--- src/rtl/gate_bist_ctrl.sv ---
// Built-in self-test sequencer for a small combinational gate.
// It walks every input vector in ascending order, holds each for DWELL cycles, then samples and scores the gate output.
module gate_bist_ctrl #(
    parameter int N_IN = 2,
    parameter int DWELL = 4,
    parameter logic [(1<<N_IN)-1:0] EXPECT = 4'b0111
) (
    input  logic            clk,
    input  logic            rst,
    input  logic            start,
    input  logic            abort,
    input  logic            gate_y,
    output logic [N_IN-1:0] vec_out,
    output logic            busy,
    output logic            done,
    output logic            pass,
    output logic [N_IN:0]   fail_cnt,
    output logic [N_IN-1:0] fail_idx
);

    localparam int DW = (DWELL > 1) ? $clog2(DWELL) : 1;
    localparam logic [DW-1:0]   DWELL_LAST = DW'(DWELL - 1);
    localparam logic [N_IN-1:0] LAST_IDX   = N_IN'((1 << N_IN) - 1);

    typedef enum logic [1:0] {
        IDLE,
        APPLY,
        DONE
    } state_t;

    state_t          state;
    state_t          state_next;
    logic [N_IN-1:0] idx;
    logic [DW-1:0]   dwell_cnt;
    logic            first_seen;
    logic [N_IN-1:0] vec_q;
    logic            sample;
    logic            last;
    logic            mismatch;
    logic [N_IN:0]   fail_cnt_next;

    assign sample        = (state == APPLY) && (dwell_cnt == DWELL_LAST);
    assign last          = (idx == LAST_IDX);
    assign mismatch      = (gate_y != EXPECT[idx]);
    assign fail_cnt_next = fail_cnt + {{N_IN{1'b0}}, mismatch};

    always_ff @(posedge clk) begin
        if (rst) begin
            state <= IDLE;
        end else begin
            state <= state_next;
        end
    end

    always_comb begin
        state_next = state;
        case (state)
            IDLE:    if (start) state_next = APPLY;
            APPLY: begin
                if (abort) begin
                    state_next = IDLE;
                end else if (sample && last) begin
                    state_next = DONE;
                end
            end
            DONE:    state_next = IDLE;
            default: state_next = IDLE;
        endcase
    end

    always_comb begin
        busy    = (state == APPLY);
        done    = (state == DONE);
        vec_out = vec_q;
    end

    // Abort wins over the sample/advance action; the partial score is kept but pass stays low.
    always_ff @(posedge clk) begin
        if (rst) begin
            idx        <= '0;
            dwell_cnt  <= '0;
            first_seen <= 1'b0;
            vec_q      <= '0;
            pass       <= 1'b0;
            fail_cnt   <= '0;
            fail_idx   <= '0;
        end else begin
            case (state)
                IDLE: begin
                    if (start) begin
                        idx        <= '0;
                        dwell_cnt  <= '0;
                        first_seen <= 1'b0;
                        vec_q      <= '0;
                        pass       <= 1'b0;
                        fail_cnt   <= '0;
                        fail_idx   <= '0;
                    end
                end
                APPLY: begin
                    if (abort) begin
                        vec_q <= '0;
                        pass  <= 1'b0;
                    end else if (sample) begin
                        fail_cnt  <= fail_cnt_next;
                        dwell_cnt <= '0;
                        if (mismatch && !first_seen) begin
                            fail_idx   <= idx;
                            first_seen <= 1'b1;
                        end
                        if (last) begin
                            vec_q <= '0;
                            pass  <= (fail_cnt_next == '0);
                        end else begin
                            idx   <= idx + 1'b1;
                            vec_q <= idx + 1'b1;
                        end
                    end else begin
                        dwell_cnt <= dwell_cnt + 1'b1;
                    end
                end
                default: begin
                end
            endcase
        end
    end

endmodule
--- config.mk ---
export PLATFORM = sky130hd
export DESIGN_NAME = gate_bist_ctrl
export DESIGN_NICKNAME = d
export VERILOG_FILES = /design/src/rtl/gate_bist_ctrl.sv
export SDC_FILE = /design/constraint.sdc
export NUM_CORES = 1
export LEC_CHECK = 0
export CORE_MARGIN = 3
export CORE_UTILIZATION = 44
export DETAILED_ROUTE_END_ITERATION = 16
export PLACE_DENSITY = 0.7
export REMOVE_ABC_BUFFERS = 1
export SLEW_MARGIN = 5
export SYNTH_ARGS = -nofsm -noshare
export SYNTH_HDL_FRONTEND = slang
export SYNTH_SLANG_ARGS = --single-unit
--- constraint.sdc ---
create_clock -name clk -period 1.7 [get_ports clk]
set_clock_uncertainty 0.05 [all_clocks]
set_input_delay 0.51 -clock clk [delete_from_list [all_inputs] [get_ports clk]]
set_output_delay 0.51 -clock clk [all_outputs]
set_load 0.01 [all_outputs]
==> results of run 1 <==
-- report_power, final --
| group | internal (uW) | leakage [uW] | switching, uW |
|---|---|---|---|
| clock | 87.3 | 0.0000177 | 117 |
| sequential | 357 | 0.000123 | 4.55 |
| combinational | 59.3 | 0.000393 | 50.9 |
-- logic make-up after synthesis --
family | count (synthesis) | share of synthesized area
and+or+nand+nor | 36 | 0.266
xor gates and xnor gates | 2 | 0.0228
muxes | 3 | 0.0392
AOI/OAI and AO/OA | 22 | 0.184
DFF | 15 | 0.392
adders and majority gates | 4 | 0.0653
buffers and inverters | 6 | 0.0310
-- per-stage QoR --
stage	hold slack (ns)	total power, uW
floorplan	0.410	415
global placement	0.419	477
detailed placement	0.420	477
CTS	0.434	679
global route	0.459	717
finish	0.432	676
-- routing by layer --
layer / track usage / wire (um)
met1: 0.249 / 903
met2: 0.282 / 805
met3: 0.0489 / 53
met4: 0.0806 / 10
met5: 0 / 0
-- Yosys cell counts, drive strengths merged --
library cell	number	share of area
o21bai	1	0.0098
dfxtp	15	0.39
mux2i	3	0.039
a32o	1	0.013
a211oi	1	0.0098
nor3b	2	0.034
or3b	1	0.015
xnor2	1	0.011
a31o	2	0.023
nor4	1	0.0082
xor2	1	0.011
a22o	2	0.023
and3	2	0.016
inv	4	0.020
clkbuf	1	0.0049
nand2b	4	0.033
nand2	4	0.020
a22oi	1	0.0098
and2	3	0.024
nand3	2	0.013
nor3	1	0.0065
nand3b	1	0.0098
o21ai	6	0.039
a21oi	8	0.057
nor2b	4	0.033
buf	1	0.0065
nor2	11	0.054
ha	4	0.065
-- area by class of cell --
class	instances	area, um2	area share
clock buffers	3	22.5	0.0200
clock inverters	1	5.00	0.00444
inverters	4	15.0	0.0133
multi-input cells	67	492	0.436
flip-flops and latches	15	304	0.270
well taps	16	20.0	0.0178
repair buffers	33	269	0.239
-- what timing repair did --
action / CTS / global route
hold buffers: 0 / 0
setup buffers: 1 / 0
setup endpoints to repair: 17 / 3
gates resized for setup: 19 / 4
pin swaps: 5 / 1
-- tightest hold or removal path, cell delays in order (launching register included) --
cell	delay, ns
dfxtp_1	0.32
o21ai_0	0.06
a21oi_1	0.06
-- state kept, by name, indices dropped and copies added, names as in the netlist --
name        cells
state           2
first_seen      1
idx             2
fail_idx        2
pass            1
vec_out         2
fail_cnt        3
dwell_cnt       2
-- path summary, 6_finish.rpt --
kind	endpoint	from	slack [ns]	cells past startpoint
setup / recovery	pass	gate_y	0.02	7
hold / removal	vec_out[1]	vec_out[1]	0.43	2
setup reg to reg	pass	idx[1]	0.03	7
hold reg to reg	vec_out[1]	vec_out[1]	0.43	2
==> flow_summary.json, run 1 <==
{
  "status": "completed",
  "dr.pass1.iters": 4,
  "netlist_area_um2": 767,
  "crit_arrival_ns": 1.85,
  "fin_area_um2": 1130,
  "syn_area_per_cell_um2": 8.72,
  "critical_path.slowest_cell": "nor4_2",
  "synth_cell_types": 30,
  "crit_family": "adder cells",
  "yosys_warnings": 0,
  "grt_max_degree": 10,
  "path_clk_slew_ns": 0.09,
  "cpPeakStageDelay_ns": 0.27,
  "cts.path.max_buffers": 2,
  "h-tree-depth": 1,
  "worst-path-buf-inv": 1,
  "grt_remaining_overflow": 0,
  "finalSetupTns_ns": 0,
  "worstSetupPathType": "input port to register",
  "cts-root-buf": "clkbuf_4",
  "finalSetupViolCount": 0,
  "cap_violations": 0,
  "path_cells": "dlygate4sd2_1 > xnor2_2 > ha_2 > ha_4 > nor4_2 > mux2i_1 > nor2_1",
  "critical_path.max_fanout": 2,
  "final_cell_mix": "buf_4, dfxtp_1, nor2_1, dlygate4sd2_1, a21oi_1",
  "max_freq_mhz": 596,
  "hold_viol": 0,
  "dp_hpwl_mm": 1.35,
  "start_util": 0.487,
  "antenna_found_initial": 0,
  "grt_pass1_wl_mm": 2.95,
  "die-area_um2": 2280,
  "cts_buffers": 3,
  "die_w_um": 47.8,
  "drt_iter0_drc": 15,
  "drc_errors": 0,
  "avgRoutedWirePerCell_um": 12.8,
  "cts_tree": "yes",
  "row_count": 14,
  "fin_crit_ns": 1.68,
  "portBuffers": 14,
  "cp-end-kind": "register",
  "dp_slack_ns": -0.414,
  "nNetsFinal": 133,
  "synthCells": 88,
  "core_area_um2": 1580,
  "yosysSeqAreaShare": 0.392,
  "relSlewSlack": 0.783,
  "die_h_um": 47.8,
  "num_io_pins": 15,
  "track_usage": 0.187,
  "worst_slack_ns": 0.0234,
  "vias": 729,
  "placed_area_um2": 1050,
  "ys_seq_elements": 15,
  "fillers": 132,
  "layout_commonest_cell": "buf_4",
  "area.growth.synth_to_final_pct": 47.0,
  "diodes": 0,
  "cts_sinks": 15,
  "layout-drive-gt1-share": 0.301,
  "start_kind": "input port",
  "leakagePower_uw": 0.000534,
  "detail-route-antenna-nets": 0,
  "cp.required_ns": 1.87,
  "final_core_util": 0.715,
  "viasPerCell": 5.24,
  "dpl.cell_count": 134,
  "finalMaxSlewViolations": 0,
  "hp-class": "register to register",
  "gp_congestion": 0.855,
  "wl_mm": 1.77,
  "fin_crit_sh": 0.986,
  "insertion_delay_ns": 0.28,
  "power_density_nw_per_um2": 600,
  "stdcell_count": 139,
  "grt_pass1_vias": 691,
  "vdd_drop_max_uv": 399,
  "tightest_slew_ns": 0.324
}
No activity file was read; power rests on OpenSTA's default activity.
==> inputs of run 2 (changes only) <==
Settings changed: CORE_MARGIN 3 to not set, SETUP_SLACK_MARGIN set to 0.4.
==> flow_summary.json, run 2 (synthesis results as in run 1) <==
{
  "status": "completed",
  "layout-drive-gt1-share": 0.691,
  "h-tree-depth": 1,
  "num_io_pins": 15,
  "die_h_um": 43.8,
  "detail-route-antenna-nets": 0,
  "final_cell_mix": "buf_4, buf_6, dfxtp_2",
  "pwr-share-clk": 0.290,
  "worstSetupPathType": "input port to register",
  "dpl.cell_count": 134,
  "fin_crit_sh": 0.990,
  "cts_sinks": 15,
  "fin_crit_ns": 1.68,
  "grt_remaining_overflow": 0,
  "dr.pass1.iters": 5,
  "relSlewSlack": 0.828,
  "grt_max_degree": 9,
  "core_area_um2": 1560,
  "wl_mm": 3.22,
  "internal-power_uw": 545,
  "cts-hold-fix-buffers": 0,
  "hp-class": "register to register",
  "rr_startpoint": "idx[0]",
  "final_core_util": 0.932,
  "cts.path.max_buffers": 2,
  "swShare": 0.296,
  "switchingPower_uw": 229,
  "holdPathStages": 1,
  "insertion_delay_ns": 0.30,
  "layout_commonest_cell": "buf_4",
  "cts_tree": "yes",
  "antenna_found_initial": 0,
  "placed_area_um2": 1050,
  "comb_power_share": 0.244,
  "crit_arrival_ns": 1.88,
  "power_density_nw_per_um2": 533,
  "fin_area_um2": 1450,
  "largest_register_ffs": 3,
  "hold_viol": 0,
  "vdd_drop_max_uv": 637,
  "min-delay-start": "fail_idx[1]",
  "stdcell_count": 152,
  "area.growth.synth_to_final_pct": 89.4,
  "leakagePower_uw": 0.000628,
  "p_seq_frac": 0.467,
  "row_count": 14,
  "hold_slack_ns": 0.454,
  "cp.required_ns": 1.90,
  "grt_pass1_vias": 820,
  "finalSetupViolCount": 0,
  "start_util": 0.492,
  "cts_buffers": 3,
  "gp_congestion": 0.834,
  "viasPerCell": 6.00,
  "r2r_slack_ns": 0.03,
  "r2r_cells": 7,
  "max_freq_mhz": 594,
  "start_kind": "input port",
  "dp_hpwl_mm": 1.40,
  "critical_path.max_fanout": 2,
  "cp-end-kind": "register",
  "fillers": 46,
  "cap_violations": 0,
  "grt_pass1_wl_mm": 3.60,
  "die-area_um2": 1910,
  "regMostFlops": "fail_cnt",
  "diodes": 0,
  "finalSetupTns_ns": 0,
  "path_clk_slew_ns": 0.10,
  "portBuffers": 14,
  "r2r_end": "pass",
  "nNetsFinal": 146,
  "drc_errors": 0,
  "rsz0062_at_grt": "yes",
  "cts-root-buf": "clkbuf_4",
  "finalMaxSlewViolations": 0,
  "vias": 912,
  "tightest_slew_ns": 0.257,
  "avgRoutedWirePerCell_um": 21.2,
  "drt_iter0_drc": 43,
  "track_usage": 0.261,
  "holdPathEnd": "fail_idx[1]",
  "die_w_um": 43.8
}
[run 2: cell types whose count changed in the layout (fill, tap and decap cells not counted), sizes merged]
cell / change
buf: +22
clkdlybuf4s50: -2
clkdlybuf4s15: +2
dlygate4sd2: -10
clkbuf: +1
dlymetal6s2s: +1
clkinv: -1
[run 2: stage by stage]
step           worst slack, ns  total power, uW
3_3_place_gp            -0.384              476
6_report                0.0173              774
4_1_cts                 0.0501              702
5_1_grt                -0.0113              802
3_5_place_dp            -0.452              477
2_1_floorplan          -0.0141              415
[run 2: worst max-delay path: stages]
cell and delay, ns:
clkdlybuf4s15_1 0.26, xnor2_4 0.26, ha_4 0.17, ha_4 0.21, nor4_4 0.26, mux2i_1 0.10, nor2_1 0.10
[run 2: layer usage]
| layer | global-route usage | vias up | wire, um |
|---|---|---|---|
| met5 | 0 | - | 0 |
| met4 | 0.163 | 0 | 139 |
| met3 | 0.0583 | 22 | 229 |
| met2 | 0.439 | 55 | 1690 |
| met1 | 0.297 | 429 | 1160 |
| li1 | - | 406 | - |
[run 2: final cells by class]
class / instances / area [um2] / area share
inverter: 4 / 17.5 / 0.0121
clock buffer: 4 / 26.3 / 0.0181
multi-input combinational: 67 / 642 / 0.442
tap: 16 / 20.0 / 0.0138
sequential: 15 / 324 / 0.223
timing repair buffer: 46 / 423 / 0.291
[run 2: repair_timing]
| action | in CTS | in global routing |
|---|---|---|
| gates resized for setup | 86 | 38 |
| setup endpoints to repair | 25 | 25 |
| pin swaps | 16 | 16 |
| buffers inserted | 4 | 10 |
[run 2: power groups by stage]
stage               registers, uW  clock network, uW  logic [uW]
floorplan                     370                  0        44.7
global placement              369                  0         107
detailed placement            369                  0         108
CTS                           363                210         130
global route                  361                244         196
finish                        361                224         188
[run 2: worst max-delay path by stage]
stage                     startpoint  slack, ns    to
final                         gate_y       0.02  pass
after global routing          idx[1]      -0.01  pass
after CTS                     idx[0]       0.05  pass
after detailed placement      gate_y      -0.45  pass
after global placement        gate_y      -0.38  pass
after floorplan               idx[0]      -0.01  pass
==> inputs of run 3 (changes only) <==
Settings changed: CORE_UTILIZATION 44 to 50, PLACE_DENSITY 0.7 to 0.76.
Clock period 1.7 ns to 2 ns, I/O delays scaled along.
==> flow_summary.json, run 3 (synthesis results as in run 1) <==
{
  "status": "completed",
  "row_count": 13,
  "relSlewSlack": 0.801,
  "hold_viol": 0,
  "drt_iter0_drc": 20,
  "dp_hpwl_mm": 1.37,
  "core_area_um2": 1370,
  "grt_remaining_overflow": 0,
  "area.growth.synth_to_final_pct": 50.7,
  "gp_congestion": 0.837,
  "layout-drive-gt1-share": 0.392,
  "power_density_nw_per_um2": 497,
  "antenna_found_initial": 0,
  "wl_mm": 2.04,
  "finalSetupViolCount": 0,
  "worstSetupPathType": "register to register",
  "fin_crit_ns": 1.77,
  "placed_area_um2": 1010,
  "largest_register_ffs": 3,
  "hp-class": "register to register",
  "path_cells": "buf_6 > buf_6 > buf_6 > or3b_4 > nor3b_4 > and3_1 > a31o_2",
  "final_cell_mix": "buf_4, nor2_1, dfxtp_1",
  "multi_input_area_um2": 490,
  "path_common_cell": "buf_6",
  "layout_commonest_cell": "buf_4",
  "nNetsFinal": 135,
  "cts-hold-fix-buffers": 0,
  "critical_path.slowest_cell": "or3b_4",
  "layout.area.seq_um2": 313,
  "die-area_um2": 1690,
  "dr.pass1.iters": 4,
  "cap_violations": 0,
  "num_io_pins": 15,
  "tightest_slew_ns": 0.295,
  "fin_crit_sh": 0.883,
  "crit_arrival_ns": 1.96,
  "grt_max_degree": 10,
  "vdd_drop_max_uv": 391,
  "avgRoutedWirePerCell_um": 14.6,
  "start_util": 0.561,
  "portBuffers": 14,
  "cts.path.max_buffers": 2,
  "regMostFlops": "fail_cnt",
  "rsz0062_at_grt": "yes",
  "diodes": 0,
  "fillers": 83,
  "viasPerCell": 5.53,
  "critical_path.max_fanout": 5,
  "insertion_delay_ns": 0.29,
  "cp.required_ns": 2.19,
  "cts_sinks": 15,
  "finalSetupTns_ns": 0,
  "die_w_um": 41.2,
  "cp-end-kind": "register",
  "die_h_um": 41.2,
  "grt_pass1_vias": 712,
  "cpPeakStageDelay_ns": 0.40,
  "path_clk_slew_ns": 0.09,
  "grt_pass1_wl_mm": 3.06,
  "finalMaxSlewViolations": 0,
  "cts_buffers": 3,
  "detail-route-antenna-nets": 0,
  "start_kind": "register",
  "vias": 774,
  "hold_slack_ns": 0.427,
  "track_usage": 0.288,
  "h-tree-depth": 1,
  "drc_errors": 0,
  "fin_area_um2": 1160,
  "cts_tree": "yes",
  "cts-root-buf": "clkbuf_4",
  "max_freq_mhz": 566,
  "leakagePower_uw": 0.000536
}
run 3: cell types whose count changed in the layout (fill, tap and decap cells not counted), moves of 4 or more:
cell,change
o21ai_0,+5
dfxtp_1,+7
clkbuf_2,+4
a21oi_1,+4
dfxtp_2,-6
clkdlybuf4s15_1,+4
a21oi_2,-4
buf_6,-12
buf_4,-7
run 3: power breakdown:
part / internal, uW / switching (uW) / leakage, uW / total (uW)
registers: 301 / 3.03 / 0.000125 / 304
clock network: 74.4 / 101 / 0.0000177 / 176
logic: 48.0 / 47.2 / 0.000393 / 95.2
total: 423 / 151 / 0.000536 / 575
run 3: worst paths after layout:
check,depth (start not counted),startpoint,slack (ns),to
setup / recovery,7,state[1],0.23,fail_idx[1]
hold / removal,2,vec_out[1],0.43,vec_out[1]
setup reg to reg,7,state[1],0.23,fail_idx[1]
hold reg to reg,2,vec_out[1],0.43,vec_out[1]
run 3: per-stage QoR:
step	total power, uW	util	setup WS (ns)	instances
floorplan	353	-	0.286	86
global placement	397	0.743	-0.174	128
detailed placement	399	0.743	-0.258	128
CTS	574	0.834	0.168	139
global route	596	0.846	0.168	140
finish	575	0.846	0.234	140
run 3: cell type report:
cell class,count,area share
Multi-Input combinational cell,67,0.424
Sequential cell,15,0.271
Timing Repair Buffer,35,0.252
Clock buffer,3,0.0195
Tap cell,15,0.0162
Inverter,4,0.0130
Clock inverter,1,0.00433
run 3: timing repair:
action | in CTS | in global routing
endpoints found under the setup margin | 24 | 21
pin swaps | 11 | 8
endpoints found under the hold margin | 0 | 0
setup buffers | 7 | 1
gates resized for setup | 33 | 18
run 3: metal layers:
metal,share of wire,vias up,GRT usage,routed length (um)
met5,0,-,0,0
met4,0.0039,0,0.0726,8
met3,0.055,2,0.114,112
met2,0.52,20,0.480,1060
met1,0.42,369,0.342,857
li1,-,383,-,-
run 3: worst max-delay path, delay by kind of cell (launching register included):
family | cells | cell delay (ns)
and+or+nand+nor | 3 | 0.88
DFF | 1 | 0.36
buffers and inverters | 3 | 0.33
AOI/OAI and AO/OA | 1 | 0.09
